--- config.mk ---
export PLATFORM = sky130hd
export DESIGN_NAME = pc_unit
export DESIGN_NICKNAME = d
export VERILOG_FILES = /design/src/rtl/pc_unit.sv
export SDC_FILE = /design/constraint.sdc
export NUM_CORES = 1
export LEC_CHECK = 0
export CORE_ASPECT_RATIO = 1.1
export CORE_MARGIN = 2
export CORE_UTILIZATION = 40
export DETAILED_ROUTE_END_ITERATION = 12
export PLACE_DENSITY = 0.66
export SLEW_MARGIN = 20
export SYNTH_ARGS = -nofsm -noshare
export SYNTH_HDL_FRONTEND = slang
export SYNTH_SLANG_ARGS = --single-unit
--- constraint.sdc ---
create_clock -name clk -period 3.68 [get_ports clk]
set_input_delay 0.92 -clock clk [delete_from_list [all_inputs] [get_ports clk]]
set_output_delay 0.92 -clock clk [all_outputs]
set_load 0.02 [all_outputs]
--- src/rtl/pc_unit.sv ---
// Program-counter unit: architectural PC, next-PC target selection, and a
// circular return-address stack with a saturating jr $ra mispredict counter.
module pc_unit #(
    parameter int unsigned ADDR_WIDTH = 32,
    parameter logic [31:0] RESET_PC   = 32'h0000_0000,
    parameter logic [31:0] EXC_VECTOR = 32'h0000_0180,
    parameter int unsigned RAS_DEPTH  = 4,
    parameter int unsigned CNT_WIDTH  = 16
) (
    input  logic                  clk,
    input  logic                  rst,
    input  logic                  stall_i,
    input  logic                  br_take_i,
    input  logic [15:0]           br_off_i,
    input  logic                  j_take_i,
    input  logic [25:0]           j_index_i,
    input  logic                  jal_i,
    input  logic                  jr_take_i,
    input  logic [ADDR_WIDTH-1:0] jr_target_i,
    input  logic                  jr_ra_i,
    input  logic                  exc_i,
    input  logic                  eret_i,
    input  logic [ADDR_WIDTH-1:0] epc_i,
    output logic [ADDR_WIDTH-1:0] pc_o,
    output logic [ADDR_WIDTH-1:0] link_o,
    output logic [ADDR_WIDTH-1:0] ras_top_o,
    output logic                  ras_valid_o,
    output logic [CNT_WIDTH-1:0]  mispred_cnt_o
);
    localparam int unsigned PW = (RAS_DEPTH > 1) ? $clog2(RAS_DEPTH) : 1;
    localparam logic [PW:0] FULL = (PW+1)'(RAS_DEPTH);

    typedef logic [ADDR_WIDTH-1:0] addr_t;

    addr_t               pc_q, pc_d;
    addr_t               seq, br_tgt, j_tgt, top;
    addr_t               ras_q [RAS_DEPTH];
    logic [PW-1:0]       ptr_q, ptr_d, top_idx;
    logic [PW:0]         occ_q, occ_d;
    logic [CNT_WIDTH-1:0] cnt_q, cnt_d;
    logic                push, pop, empty, miss;

    assign seq    = pc_q + ADDR_WIDTH'(4);
    assign br_tgt = seq + {{(ADDR_WIDTH-18){br_off_i[15]}}, br_off_i, 2'b00};

    // A 28-bit PC has no region bits above the instr_index field.
    generate
        if (ADDR_WIDTH > 28) begin : g_jregion
            assign j_tgt = {seq[ADDR_WIDTH-1:28], j_index_i, 2'b00};
        end else begin : g_jflat
            assign j_tgt = {j_index_i, 2'b00};
        end
    endgenerate

    assign empty   = (occ_q == '0);
    assign top_idx = ptr_q - PW'(1);
    assign top     = empty ? '0 : ras_q[top_idx];

    // jalr $31 sets both jal_i and jr_ra_i; it counts only as a push.
    assign push = jal_i & (j_take_i | jr_take_i) & ~stall_i & ~exc_i;
    assign pop  = jr_take_i & jr_ra_i & ~jal_i & ~stall_i & ~exc_i;
    assign miss = pop & (empty | (jr_target_i != top));

    always_comb begin
        pc_d = seq;
        if (exc_i)          pc_d = EXC_VECTOR[ADDR_WIDTH-1:0];
        else if (stall_i)   pc_d = pc_q;
        else if (eret_i)    pc_d = epc_i;
        else if (jr_take_i) pc_d = jr_target_i;
        else if (j_take_i)  pc_d = j_tgt;
        else if (br_take_i) pc_d = br_tgt;
    end

    always_comb begin
        ptr_d = ptr_q;
        occ_d = occ_q;
        if (push) begin
            ptr_d = ptr_q + PW'(1);
            if (occ_q != FULL) occ_d = occ_q + (PW+1)'(1);
        end else if (pop && !empty) begin
            ptr_d = top_idx;
            occ_d = occ_q - (PW+1)'(1);
        end
    end

    assign cnt_d = (miss && (cnt_q != '1)) ? cnt_q + CNT_WIDTH'(1) : cnt_q;

    always_ff @(posedge clk) begin
        if (rst) begin
            pc_q  <= RESET_PC[ADDR_WIDTH-1:0];
            ptr_q <= '0;
            occ_q <= '0;
            cnt_q <= '0;
            for (int i = 0; i < int'(RAS_DEPTH); i++) ras_q[i] <= '0;
        end else begin
            pc_q  <= pc_d;
            ptr_q <= ptr_d;
            occ_q <= occ_d;
            cnt_q <= cnt_d;
            if (push) ras_q[ptr_q] <= seq;
        end
    end

    assign pc_o          = pc_q;
    assign link_o        = seq;
    assign ras_top_o     = top;
    assign ras_valid_o   = ~empty;
    assign mispred_cnt_o = cnt_q;
endmodule

Yosys cells after proc, flatten, opt, wreduce, memory -nomap -nowiden
Memories as Yosys holds them, arrays and structs flattened.
Cells that the tools add are included.
- eq/ne operators: 5
- reduce and logical (&&, ||, !) cells: 8
- bitwise gates (word level): 14
- mux-type cells: 20
- $add $sub $neg: 7
- operator list (kind ; count):
    two-way mux 32 bit ; 6
    adder 32 x 3 -> 32 bit (second input constant) ; 1
    adder 32 bit ; 1
    != test 32 bit ; 1
    OR reduction 32 bit ; 1
    two-way mux 9 bit ; 2
    adder 16 x 1 -> 16 bit (second input constant) ; 1
    != test 16 bit (second input constant) ; 1
    two-way mux 3 bit ; 3
    AND 1 bit ; 8
    two-way mux 1 bit ; 6
    two-way mux 2 bit ; 3
    != test 2 x 1 -> 1 bit (second input constant) ; 2
    NOT 1 bit ; 4
    adder 3 x 1 -> 3 bit (second input constant) ; 1
    logical NOT 3 bit ; 1
    != test 3 bit (second input constant) ; 1
    subtractor 3 x 1 -> 3 bit (second input constant) ; 1
    adder 2 x 1 -> 2 bit (second input constant) ; 1
    logical AND 1 bit ; 2
    OR 1 bit ; 2
    AND reduction 2 bit ; 1
    nonzero test 2 bit ; 1
    OR reduction 2 bit ; 1
    2 further kinds ; 2
- word-level logic and storage cells: 60
- register bits: 53
- output and inout port bits: 113
- memories kept: 1
- memory bits (writable): 128
- memory list (name ; words ; bits a word ; rd ports ; clocked after Yosys merged registers in ; wr ports ; line ; RTL):
    ras_q ; 4 ; 32 ; 1 ; 0 ; 4 ; 37 ; addr_t ras_q [RAS_DEPTH];

Longest topological paths before layout
- word-level depth: 9
- depth in mapped cells: 18
- depth with buffers taken out: 15

Worst setup path after synthesis
Ideal clock, no wire load.
- path kind: register to register
- from: reg pc_q[5] (netlist: pc_o[5])
- to: reg pc_q[31] (netlist: pc_o[31])
- setup time: 119 ps
- stages on the path, launching flop included: 18
- setup slack: -324 ps
- data required time: 3561 ps
- arrival time: 3886 ps
- cells stage by stage: dfxtp_1 > and4_1 > clkbuf_1 > and4_1 > clkbuf_1 > nand3_1 > xor2_1 > inv_1 > ha_1 > clkbuf_1 > a21o_1 > a221oi_1 > o21ai_0 > nor3_1 > a211oi_1 > or4_1 > o2111ai_1 > nor2_1
- cells in the longest elaborated chain, start to end: 6
- ends and longest elaborated chain (item ; line ; RTL):
    start: declaration ; 35 ; addr_t pc_q, pc_d;
    start signal: assignment ; 90 ; pc_q <= RESET_PC[ADDR_WIDTH-1:0];
    start signal: assignment ; 96 ; pc_q <= pc_d;
    adder 32 x 3 -> 32 bit ; 43 ; assign seq = pc_q + ADDR_WIDTH'(4);
    net link_o[18] ; 25 ; output logic [ADDR_WIDTH-1:0] link_o,
    adder 32 bit ; 44 ; assign br_tgt = seq + {{(ADDR_WIDTH-18){br_off_i[15]}}, br_off_i, 2'b00};
    two-way mux 32 bit ; 71 ; else if (br_take_i) pc_d = br_tgt;
    two-way mux 32 bit ; 70 ; else if (j_take_i) pc_d = j_tgt;
    two-way mux 32 bit ; 69 ; else if (jr_take_i) pc_d = jr_target_i;
    two-way mux 32 bit ; 68 ; else if (eret_i) pc_d = epc_i;
The timed path passes the listed nets, and every way through them passes these cells.
A chain may end at the register's enable or synchronous reset.

Final worst setup path
- from: reg ptr_q[0]
- to: out ras_top_o[20]
- cells in the longest elaborated chain, start to end: 3
- ends and longest elaborated chain (item ; line ; RTL):
    start: declaration ; 38 ; logic [PW-1:0] ptr_q, ptr_d, top_idx;
    start signal: assignment ; 97 ; ptr_q <= ptr_d;
    subtractor 2 x 1 -> 2 bit ; 56 ; assign top_idx = ptr_q - PW'(1);
    memory (4 x 32 bit) ; n/a ;
    two-way mux 32 bit ; 57 ; assign top = empty ? '0 : ras_q[top_idx];
    end: declaration ; 26 ; output logic [ADDR_WIDTH-1:0] ras_top_o,
No other way between the ends.

==> impl_metrics.yaml <==
routing:
  vias: 12050
  wl_per_cell_um: 22.56
  drtAntennaViolNets: 0
  first_iter_violations: 1307
  wl_um: 46280
  viasPerCell: 5.873
  drcViolationCount: 0
  drtPass1Iterations: 6
job:
  max-cap-violations: 0
floorplan:
  num_rows: 66
  core_mm2: 0.02973
  dieHeight_um: 186.8
  io_pins: 229
  die_w_um: 170.2
  floorplan.initialDensity_pct: 40.86
  die-area_mm2: 0.03178
timing:
  period_share_pct: 97.26
  relSlewSlack_pct: 33.31
  maxSlewViolCount: 0
  finalSetupTns_ps: 0
  fmax_mhz: 279.4
  hold_slack_ps: 507.6
  tightest_slew_ps: 1000
  clock-skew-final_ps: 16.73
  hold_viol: 0
  period_needed_ps: 3579
  setup_violations: 0
worst_setup_path:
  slowest_delay_ps: 550
  path_common_cell: "buf_12"
  crit_buf_inv: 4
  worstPathMaxFanout: 27
  crit_path_start_kind: "register"
  cpLargestDelayFamily: "buffers and inverters"
  crit_type: "register to output port"
  crit_slowest_cell: "clkdlybuf4s50_1"
  cp_data_required_time_ps: 2760
  crit_path_cell_trace: "buf_12, buf_12, mux4_2, buf_4, and2_1, clkdlybuf4s50_1"
  cp-end-kind: "output port"
  worstPathArrival_ps: 2660
clock_network:
  cts_hold_buf: 0
  clock_sinks: 181
  cts_tree: "yes"
  clock_path_buffers: 2
  numCtsBuffers: 17
  cts_root_buf: "clkbuf_16"
  clk_latency_ps: 450
  htreeDepth: 4
  clkTransAtPathRegs_ps: 80
synthesis:
  ys_types: 85
  avgSynthCellArea_um2: 9.322
  synth_seq_area_share_pct: 40.38
  ys.flop_type: "edfxtp_1"
  synth.net_count: 1459
  synth_edf_count: 128
  synth-seq-cells: 181
  yosys_warnings: 0
  synth_cells: 1303
  synth_area_mm2: 0.01215
  async_reset_ff_share_pct: 0
finish:
  final_cell_mix: "219 x clkdlybuf4s50_1, 209 x nor2_1, 186 x buf_4"
  final_common_cell: "clkdlybuf4s50_1"
  layout.nets: 1820
  drive_gt1_share_pct: 18.66
  syn_to_final_growth_pct: 37.36
  antenna_cells: 0
global_route:
  use_met3_pct: 4.517
  use_met1_pct: 40.51
  track_usage_pct: 29.03
  busiest_layer: "met2"
  antenna_found_initial: 0
  grt_pass1_vias: 11690
  grt_first_pass_wirelength_um: 69140
  use_met2_pct: 46.25
  globalRouteOverflowTotal: 0
  grt_max_degree: 42
placed_design:
  globalplace.congestion: 0.9864
  port_buffers: 228
  dp_hpwl_um: 36250
min_path:
  hp-class: "register to register"
power_and_ir_drop:
  peakVddDrop_v: 0.0003423
  cellLeakagePower_nw: 6.612
  power_density_mw_per_mm2: 313.3
outcome:
  status: "complete, no violations"
-- metrics by stage --
| step | total power, mW | utilization [%] | std cells | area (µm²) | setup WS, ps |
|---|---|---|---|---|---|
| floorplan | 2.887 | - | 1303 | 12180 | 19.78 |
| global placement | 3.466 | 53.94 | 2016 | 16040 | -166.8 |
| detailed placement | 3.475 | 53.94 | 2016 | 16040 | -190.9 |
| CTS | 5.221 | 55.87 | 2049 | 16610 | -67.20 |
| global route | 5.401 | 56.12 | 2051 | 16680 | -41.48 |
| finish | 5.227 | 56.12 | 2051 | 16680 | 100.8 |
-- report_power, final --
part / total (mW) / leakage (nW) / internal (mW) / switching [mW]
Combinational: 1.17 / 4.57 / 0.532 / 0.642
Clock: 1.77 / 0.277 / 0.896 / 0.875
Sequential: 2.28 / 1.76 / 2.25 / 0.0356
Total: 5.23 / 6.61 / 3.67 / 1.55
-- final cells by class --
type                       instances  area, µm²
clock buffer                      17      425.4
fill                            2661      13040
sequential                       181       4916
tap                              374      467.9
timing repair buffer             419       3760
multi-input combinational        973       6713
inverter                          72      270.3
clock inverter                    15      132.6
-- state kept, by name, indices dropped and copies added, names as in the netlist --
signal,count
ras_q,128
ptr_q,2
pc_o,32
mispred_cnt_o,16
occ_q,3
-- worst paths after layout --
| kind | from | endpoint | slack (ps) | cells past startpoint |
|---|---|---|---|---|
| worst max-delay path | ptr_q[0] | ras_top_o[20] | 100 | 6 |
| worst min-delay path | mispred_cnt_o[9] | mispred_cnt_o[9] | 510 | 2 |
| worst max register to register | pc_o[4] | pc_o[31] | 170 | 17 |
| worst min register to register | mispred_cnt_o[9] | mispred_cnt_o[9] | 510 | 2 |
-- worst register-to-register path, cell delays in order, from the launching register on --
cell,delay (ps)
dfxtp_2,330
and4_1,210
buf_4,140
and4_2,280
nand2_1,120
buf_4,160
nor2_1,110
nand3_1,150
xor2_2,210
inv_1,120
ha_1,330
buf_4,150
a21oi_2,140
o211ai_1,120
a21o_1,190
or4_1,500
o2111ai_1,100
nor2_1,70
-- kinds of logic after synthesis --
| family | count (synthesis) | share of synthesized area, % |
|---|---|---|
| AOI/OAI and AO/OA | 296 | 16.68 |
| xor gates and xnor gates | 54 | 3.894 |
| adders and majority gates | 40 | 4.244 |
| buffers and inverters | 149 | 5.264 |
| DFF | 181 | 40.38 |
| muxes | 62 | 8.498 |
| and+or+nand+nor | 521 | 21.04 |
-- cells in the mapped netlist, types with 16 or more instances --
| cell | n | area share (%) |
|---|---|---|
| clkbuf_1 | 55 | 1.7 |
| a21oi_1 | 66 | 2.7 |
| o21ai_0 | 47 | 1.9 |
| ha_1 | 38 | 3.9 |
| xor2_1 | 22 | 1.6 |
| a21o_1 | 29 | 1.8 |
| nor2_1 | 210 | 6.5 |
| nand2_1 | 81 | 2.5 |
| inv_1 | 67 | 2.1 |
| dfxtp_1 | 53 | 8.7 |
| nand3_1 | 39 | 1.6 |
| nor2b_1 | 20 | 1.0 |
| nor3_1 | 21 | 0.87 |
| xnor2_1 | 32 | 2.3 |
| o31ai_1 | 16 | 0.99 |
| nand4_1 | 20 | 1.0 |
| mux4_2 | 31 | 5.7 |
| mux2i_1 | 18 | 1.5 |
| and2_1 | 35 | 1.8 |
| edfxtp_1 | 128 | 32 |
-- what timing repair did --
action | in CTS | in global routing
pin swaps | 1 | 3
buffers inserted | 1 | 2
cloned | 0 | 0
endpoints found under the setup margin | 8 | 18
gates resized for setup | 11 | 28
-- metal layers --
metal / vias up / wire length, µm
li1: 5534 / -
met1: 5738 / 19180
met2: 704 / 21460
met3: 69 / 4489
met4: 0 / 1149
met5: - / 0
Power figures use the tool's default switching activity.
